### src/rtl/his_peak_reader_pkg.sv
// Shared sizing and FSM encoding for the histogram peak reader.
package his_peak_reader_pkg;
   localparam int BIN_NUM_PER_HIS   = 16;
   localparam int PIXEL_NUM_PER_RAM = 4;
   localparam int RAM_ADDR          = 6;
   localparam int peakMax           = 8;
   localparam int Nb                = 4;
   localparam int PIX_W             = $clog2(PIXEL_NUM_PER_RAM);

   typedef enum logic [1:0] {
      IDLE  = 2'd0,
      ISSUE = 2'd1,
      DRAIN = 2'd2,
      FLUSH = 2'd3
   } state_t;
endpackage

### src/rtl/his_peak_reader_max_tracker.sv
// Running maximum over one pixel's bins; outputs already include the current input,
// so the last bin of a pixel is visible in the same cycle it is evaluated.
module his_max_tracker #(
   parameter int CNT_W = 8,
   parameter int BIN_W = 4
) (
   input  logic             clk,
   input  logic             res,
   input  logic             load_first,
   input  logic             valid_in,
   input  logic [CNT_W-1:0] count,
   input  logic [BIN_W-1:0] bin,
   output logic [CNT_W-1:0] max_count,
   output logic [BIN_W-1:0] max_bin
);
   logic [CNT_W-1:0] cur_count;
   logic [BIN_W-1:0] cur_bin;

   // Strict compare keeps the lowest bin on ties.
   always_comb begin
      max_count = cur_count;
      max_bin   = cur_bin;
      if (valid_in && (load_first || count > cur_count)) begin
         max_count = count;
         max_bin   = bin;
      end
   end

   always_ff @(posedge clk or posedge res) begin
      if (res) begin
         cur_count <= '0;
         cur_bin   <= '0;
      end else begin
         cur_count <= max_count;
         cur_bin   <= max_bin;
      end
   end
endmodule

### src/rtl/his_peak_reader.sv
// Scans every pixel histogram through RAM port b, reports the peak bin per pixel,
// and optionally zeroes each bin through port a one cycle behind the read.
module his_peak_reader
   import his_peak_reader_pkg::*;
#(
   parameter int BIN_NUM  = BIN_NUM_PER_HIS,
   parameter int PIX_NUM  = PIXEL_NUM_PER_RAM,
   parameter int BIN_W    = Nb,
   parameter int PIX_W    = his_peak_reader_pkg::PIX_W,
   parameter int RAM_ADDR = his_peak_reader_pkg::RAM_ADDR,
   parameter int CNT_W    = peakMax,
   parameter bit CLEAR_EN = 1'b1
) (
   input  logic                clk,
   input  logic                res,
   input  logic                start,
   input  logic [CNT_W-1:0]    counts,
   output logic [RAM_ADDR-1:0] raddr,
   output logic                rEnable,
   output logic                readFlag,
   output logic [RAM_ADDR-1:0] waddr,
   output logic                wEnable,
   output logic                writeFlag,
   output logic [CNT_W-1:0]    newCounts,
   output logic [PIX_W-1:0]    peakPixel,
   output logic [BIN_W-1:0]    peakBin,
   output logic [CNT_W-1:0]    peakCount,
   output logic                peakValid,
   output logic                busy,
   output logic                done
);
   localparam int                N    = BIN_NUM * PIX_NUM;
   localparam logic [RAM_ADDR-1:0] LAST = RAM_ADDR'(N - 1);

   state_t              state, nxt;
   logic [RAM_ADDR-1:0] addr_cnt, rd_addr;
   logic                rd_vld, issue, first_bin, last_bin;
   logic [CNT_W-1:0]    max_count;
   logic [BIN_W-1:0]    max_bin;

   assign issue = (state == ISSUE);

   always_ff @(posedge clk or posedge res) begin
      if (res) begin
         state    <= IDLE;
         addr_cnt <= '0;
      end else begin
         state    <= nxt;
         addr_cnt <= issue ? addr_cnt + 1'b1 : '0;
      end
   end

   always_comb begin
      nxt = state;
      case (state)
         IDLE:    if (start) nxt = ISSUE;
         ISSUE:   if (addr_cnt == LAST) nxt = DRAIN;
         DRAIN:   nxt = FLUSH;
         FLUSH:   nxt = IDLE;
         default: nxt = IDLE;
      endcase
   end

   assign raddr    = issue ? addr_cnt : '0;
   assign rEnable  = issue;
   assign readFlag = issue;
   assign busy     = (state != IDLE);
   assign done     = (state == FLUSH);

   // Delayed address names the bin whose data arrives on counts this cycle.
   always_ff @(posedge clk or posedge res) begin
      if (res) begin
         rd_vld  <= 1'b0;
         rd_addr <= '0;
      end else begin
         rd_vld  <= issue;
         rd_addr <= addr_cnt;
      end
   end

   assign first_bin = rd_vld && (rd_addr[BIN_W-1:0] == '0);
   assign last_bin  = rd_vld && (&rd_addr[BIN_W-1:0]);

   his_max_tracker #(.CNT_W(CNT_W), .BIN_W(BIN_W)) u_trk (
      .clk        (clk),
      .res        (res),
      .load_first (first_bin),
      .valid_in   (rd_vld),
      .count      (counts),
      .bin        (rd_addr[BIN_W-1:0]),
      .max_count  (max_count),
      .max_bin    (max_bin)
   );

   always_ff @(posedge clk or posedge res) begin
      if (res) begin
         peakValid <= 1'b0;
         peakPixel <= '0;
         peakBin   <= '0;
         peakCount <= '0;
      end else begin
         peakValid <= last_bin;
         if (last_bin) begin
            peakPixel <= rd_addr[RAM_ADDR-1 -: PIX_W];
            peakBin   <= max_bin;
            peakCount <= max_count;
         end
      end
   end

   // Clearing address k while reading k+1 keeps the two ports apart.
   assign wEnable   = CLEAR_EN && rd_vld;
   assign writeFlag = wEnable;
   assign waddr     = wEnable ? rd_addr : '0;
   assign newCounts = '0;
endmodule

### config.mk
export PLATFORM = sky130hd
export DESIGN_NAME = his_peak_reader
export DESIGN_NICKNAME = d
export VERILOG_FILES = /design/src/rtl/his_peak_reader_pkg.sv /design/src/rtl/his_peak_reader_max_tracker.sv /design/src/rtl/his_peak_reader.sv
export SDC_FILE = /design/constraint.sdc
export NUM_CORES = 1
export LEC_CHECK = 0
export ABC_AREA = 1
export CAP_MARGIN = 0
export CELL_PAD_IN_SITES_DETAIL_PLACEMENT = 0
export CELL_PAD_IN_SITES_GLOBAL_PLACEMENT = 1
export CORE_ASPECT_RATIO = 1.2
export CORE_MARGIN = 2
export CORE_UTILIZATION = 37
export CTS_CLUSTER_SIZE = 30
export DETAILED_ROUTE_END_ITERATION = 7
export GPL_ROUTABILITY_DRIVEN = 0
export PLACE_DENSITY = 0.8
export RECOVER_POWER = 50
export SLEW_MARGIN = 10
export SYNTH_ARGS = -nofsm -noshare
export SYNTH_HDL_FRONTEND = slang
export SYNTH_SLANG_ARGS = --single-unit
export TNS_END_PERCENT = 20
### constraint.sdc
create_clock -name clk -period 2.1 [get_ports clk]
set_input_delay 0.21 -clock clk [delete_from_list [all_inputs] [get_ports clk]]
set_output_delay 0.21 -clock clk [all_outputs]
set_load 0.01 [all_outputs]
* Word-level counts from Yosys, hierarchy flattened
Index checks and enable logic that the tools add are counted.
Word-level totals: register bits 42, latch bits 0, RAM bits 0, memory bits (read-only) 0, input port bits 11, output and inout port bits 41, word-level logic and storage cells 35, memories 0
Cells by class: $add $sub $neg 1, multipliers 0, div/mod/pow operators 0, order comparisons 1, equality and inequality tests 6, shifts and indexed selects 0, multiplexer cells 8, bitwise logic cells 0, reductions and logical operators 9
Operators with widths (number):
- $mux 6 | 3
- $gt 8x8->1 | 1
- $mux 8 | 1
- $pmux 2 s4 | 1
- $add 6x1->6 const B | 1
- $eq 6x6->1 const B | 1
- $eq 2x2->1 const B | 2
- $logic_not 4->1 | 1
- $mux 2 | 2
- $mux 4 | 1
- $reduce_and 4->1 | 1
- $logic_and 1x1->1 | 3
- $eq 2x1->1 const B | 1
- $logic_not 2->1 | 1
- $ne 2x1->1 const B | 1
- $ne 2x2->1 const B | 1
- $reduce_and 2->1 | 1
- $reduce_bool 2->1 | 1
- $logic_or 1x1->1 | 1

* Logic depth before layout (Yosys ltp)
word-level depth 5, mapped depth 17, mapped depth without buffers 16

* Hierarchy
Synthesis repeated with hierarchy kept, for this count alone.
Unflattened totals: cell total of the unflattened synthesis 246, area total of the unflattened synthesis 2134.5 um^2
Modules (own cells, without submodules):
- his_peak_reader | instances 1, cells each 155, area an instance 1425.1 um^2, seq. area each 750.7 um^2
- his_max_tracker | instances 1, cells each 91, area an instance 709.4 um^2, seq. area each 300.3 um^2

* Least setup slack after synthesis
Ideal clock, no wire load.
path kind reg-to-reg, from reg u_trk.cur_count[7], to reg u_trk.cur_count[7], setup time 0.119 ns, arrival time 1.482 ns, data required time 1.981 ns, path slack 0.499 ns, stages on the path, launching flop included 12, clock period less this slack 1.601 ns, path through dfrtp_1 inv_1 ha_1 a21o_1 nor2_1 nand2_2 nand2_2 nand2_4 nand2_4 buf_12 nand2_1 and2_1
Between the ends: cells in the longest elaborated chain, start to end 4
RTL lines:
- start: declaration | RTL line his_peak_reader_max_tracker.sv:16 | logic [CNT_W-1:0] cur_count;
- start signal: assignment | RTL line his_peak_reader_max_tracker.sv:34 | cur_count <= max_count;
- $gt 8x8->1 | RTL line his_peak_reader_max_tracker.sv:23 | if (valid_in && (load_first || count > cur_count)) begin
- $logic_or 1x1->1 | RTL line his_peak_reader_max_tracker.sv:23
- $logic_and 1x1->1 | RTL line his_peak_reader_max_tracker.sv:23
- $mux 8 (*) | RTL line his_peak_reader_max_tracker.sv:23
- named net max_count[7] | RTL line his_peak_reader.sv:38 | logic [CNT_W-1:0] max_count;
The timed path passes the listed nets; every way through them passes the cells marked *. A chain may end at the register's enable or synchronous reset.

* Worst setup path after layout
from reg state[1], to out raddr[5]
Between the ends: cells in the longest elaborated chain, start to end 2
RTL lines:
- start: declaration | RTL line his_peak_reader.sv:35 | state_t state, nxt;
- start signal: assignment | RTL line his_peak_reader.sv:48 | state <= nxt;
- $eq 2x1->1 | RTL line his_peak_reader.sv:41 | assign issue = (state == ISSUE);
- $mux 6 | RTL line his_peak_reader.sv:64 | assign raddr = issue ? addr_cnt : '0;
- end: declaration | RTL line his_peak_reader.sv:18 | output logic [RAM_ADDR-1:0] raddr,
Every way passes these cells.

==> run_results.csv <==
group,metric,value,unit
outcome,status,"complete, no violations",
worst_setup_path,cp_cell_sequence,"inv_1 -> ha_4 -> nand2_1 -> inv_1 -> clkdlybuf4s50_1",
finish,drive_above_1_share,11.89,%
synth,netlist_area,2185,µm²
sta,setup_tns,0,ps
worst_setup_path,path_common_cell,"inv_1",
routing,drt-initial-drc-count,105,
floorplan,coreArea,5668,µm²
sta,setup_violations,0,
floorplan,io_pins,52,
worst_setup_path,path_buf_inv,3,
power_and_ir_drop,p_switching,1.055,mW
finish,nFillCells,548,
sta,fin_worst_skew,13.59,ps
routing,dr_wl_met3,201,µm
clock_tree,numCtsBuffers,5,
power_and_ir_drop,peakVddDrop,0.0007846,V
synth,synthDistinctLibCells,28,
worst_setup_path,cpMaxStageDelayCell,"clkdlybuf4s50_1",
global_routing,track_usage,14.46,%
sta,timing.final.crit_share,93.53,%
worst_setup_path,slowest_delay,540,ps
finish,antenna_cells,0,
finish,layout.nets,310,
worst_setup_path,crit_family,"buffers and inverters",
clock_tree,htreeDepth,2,
routing,drtPass1Iterations,4,
worst_setup_path,crit_fanout,12,
placement,port_buffers,43,
worst_setup_path,cp-end-kind,"primary output",
routing,met1_length,1.931,mm
job,drv_cap,0,
clock_tree,insertion_delay,300,ps
sta,period_minus_slack,1964,ps
power_and_ir_drop,clkPwrFrac,19.5,%
synth,avgSynthCellArea,9.141,µm²
sta,worstMarginPinSlew,1028,ps
power_and_ir_drop,p_int,1.677,mW
synth,synth_cells,239,
global_routing,grt_pass1_wl,7.120,mm
routing,wire_per_inst,12.01,µm
floorplan,die_area,6538,µm²
routing,top_layer,"met4",
floorplan,fp.dieW,74.15,µm
synth,yosysSeqAreaShare,48.11,%
global_routing,first_global_vias,1544,
clock_tree,clk_pin_slew,80,ps
clock_tree,cts_sinks,42,
power_and_ir_drop,powerDensity,997.1,nW/µm²
placement,place_ws,9.581,ps
routing,wl,4.396,mm
routing,drc,0,
clock_tree,hold_buffers,0,
synth,ys_ff_latch,42,
global_routing,antenna_found_initial,0,
sta,worst_slack,135.9,ps
power_and_ir_drop,pwr-share-comb,40.8,%
sta,fmax,509.1,MHz
sta,hold_viol,0,
global_routing,overflow,0,
sta,slew_headroom,31.50,%
synth,synth_ff_type,"dfrtp_1",
worst_hold_path,min_path_type,"reg2reg",
worst_setup_path,start_kind,"flop",
sta,rsz0062_at_grt,"no",
worst_setup_path,path_class,"reg2out",
synth,ys_warn_count,0,
finish,layout_commonest_cell,"nand2_1",
power_and_ir_drop,sw_frac_of_total,38.61,%
worst_setup_path,cp.required,1890,ps
sta,final_max_slew_viol_count,0,
clock_tree,root_buffer,"clkbuf_8",
floorplan,start_util,38.54,%
routing,viasPerCell,4.410,
clock_tree,cts_tree,"yes",
floorplan,die-height,88.18,µm
finish,syn_to_final_growth,25.43,%
global_routing,grt_start_max_net_pins,43,
finish,mostFrequentLayoutCells,"67 x nand2_1, 42 x dfrtp_1, 39 x clkdlybuf4s50_1",
power_and_ir_drop,power.leakage,1.408,nW
synth,synth_edf_count,0,
clock_tree,cts_buffer_depth,2,
routing,vias,1614,
placement,hpwlAfterDp,3.123,mm
worst_setup_path,critical_path_arrival,1750,ps
synth,synth-async-reset-ratio,100.0,%
routing,antenna_left,0,
floorplan,rows,30,
power_and_ir_drop,p_seq_share,39.7,%
routing,wl_met2,2.171,mm
## state kept, by name, summed over array words and instances, names as in the netlist
register / flops
peakPixel: 2
addr_cnt: 6
state: 2
u_trk.cur_count: 8
wEnable: 1
peakValid: 1
u_trk.cur_bin: 4
peakCount: 8
rd_addr: 6
peakBin: 4
## area by class of cell
| type | instances | area, µm² | area share (%) |
|---|---|---|---|
| well taps | 80 | 100.1 | 3.653 |
| flip-flops and latches | 42 | 1051 | 38.36 |
| clock buffers | 5 | 68.82 | 2.511 |
| repair buffers | 49 | 469.2 | 17.12 |
| clock inverters | 3 | 21.27 | 0.7763 |
| inverters | 32 | 120.1 | 4.384 |
| multi-input cells | 155 | 909.6 | 33.20 |
## worst reg2reg max path, cell delays in order (launching register included)
cell     delay, ps
dfrtp_1        370
inv_1           80
ha_1           250
a21o_1         180
nor2_1         120
nand2_2         80
nand2_2         80
nand2_4         80
nand2_4        180
nand2_1        100
nand2_1         80
nand2_1         50
nand2_1         70
## path summary, 6_finish.rpt
| check | start | to | slack, ps | cells past startpoint |
|---|---|---|---|---|
| min in group asynchronous | res | peakCount[1] | 660 | 3 |
| max in group asynchronous | res | addr_cnt[0] | 800 | 3 |
| worst min-delay path | addr_cnt[3] | rd_addr[3] | 410 | 0 |
| worst max-delay path | state[1] | raddr[5] | 140 | 5 |
| worst min register to register | addr_cnt[3] | rd_addr[3] | 410 | 0 |
| worst max register to register | u_trk.cur_count[7] | peakBin[3] | 320 | 12 |
## cell usage after synthesis, types with 2 or more instances
library cell | instances | area share (%)
nand3_1 | 12 | 2.7
o21ai_0 | 2 | 0.46
ha_1 | 14 | 8.0
buf_4 | 10 | 3.4
nand2_1 | 67 | 12
nand2_4 | 6 | 3.1
clkbuf_1 | 3 | 0.52
nand3_2 | 2 | 0.92
buf_6 | 2 | 1.0
dfrtp_1 | 42 | 48
nand2_2 | 6 | 1.7
a21oi_1 | 7 | 1.6
nand3b_1 | 7 | 2.4
and2_1 | 8 | 2.3
inv_1 | 30 | 5.2
inv_2 | 2 | 0.34
nor2_1 | 8 | 1.4
## metrics by stage
| stage | area (µm²) | power, mW | util, % | hold WS (ps) | cells |
|---|---|---|---|---|---|
| detailed placement | 2644 | 2.205 | 46.64 | 400.5 | 358 |
| CTS | 2736 | 2.759 | 48.28 | 351.9 | 366 |
| global placement | 2644 | 2.179 | 46.64 | 402.5 | 358 |
| global route | 2740 | 2.946 | 48.34 | 447.6 | 366 |
| floorplan | 2211 | 1.949 | - | 374.1 | 246 |
| finish | 2740 | 2.732 | 48.34 | 407.5 | 366 |
## power by group through the flow
stage	clock network [mW]	registers [mW]	logic [mW]
6_report	0.534	1.08	1.11
5_1_grt	0.587	1.11	1.25
4_1_cts	0.551	1.08	1.13
3_5_place_dp	0	1.10	1.11
3_3_place_gp	0	1.09	1.09
2_1_floorplan	0	1.05	0.903
## routing by layer
metal | vias to the layer above | global-route usage (%)
met5 | - | 0
met4 | 0 | 6.281
met3 | 9 | 3.337
met2 | 40 | 23.54
met1 | 759 | 18.27
li1 | 806 | -
## cells by family (layout without fill, tap and decap cells)
logic type | count (synthesis) | in the layout | share of synthesized area, %
buf+inv | 49 | 89 | 12.03
flops | 42 | 42 | 48.11
compound gates | 13 | 13 | 3.551
fa+ha+maj | 14 | 14 | 8.018
simple gates | 120 | 120 | 28.12
other cells | 1 | 8 | 0.1717
## what timing repair did
item                                    CTS  global route
setup buffers                             0             0
endpoints found under the setup margin    6             6
gates cloned                              0             0
gates resized for setup                   1             1
Note: power is estimated with default switching activity, not from simulation.
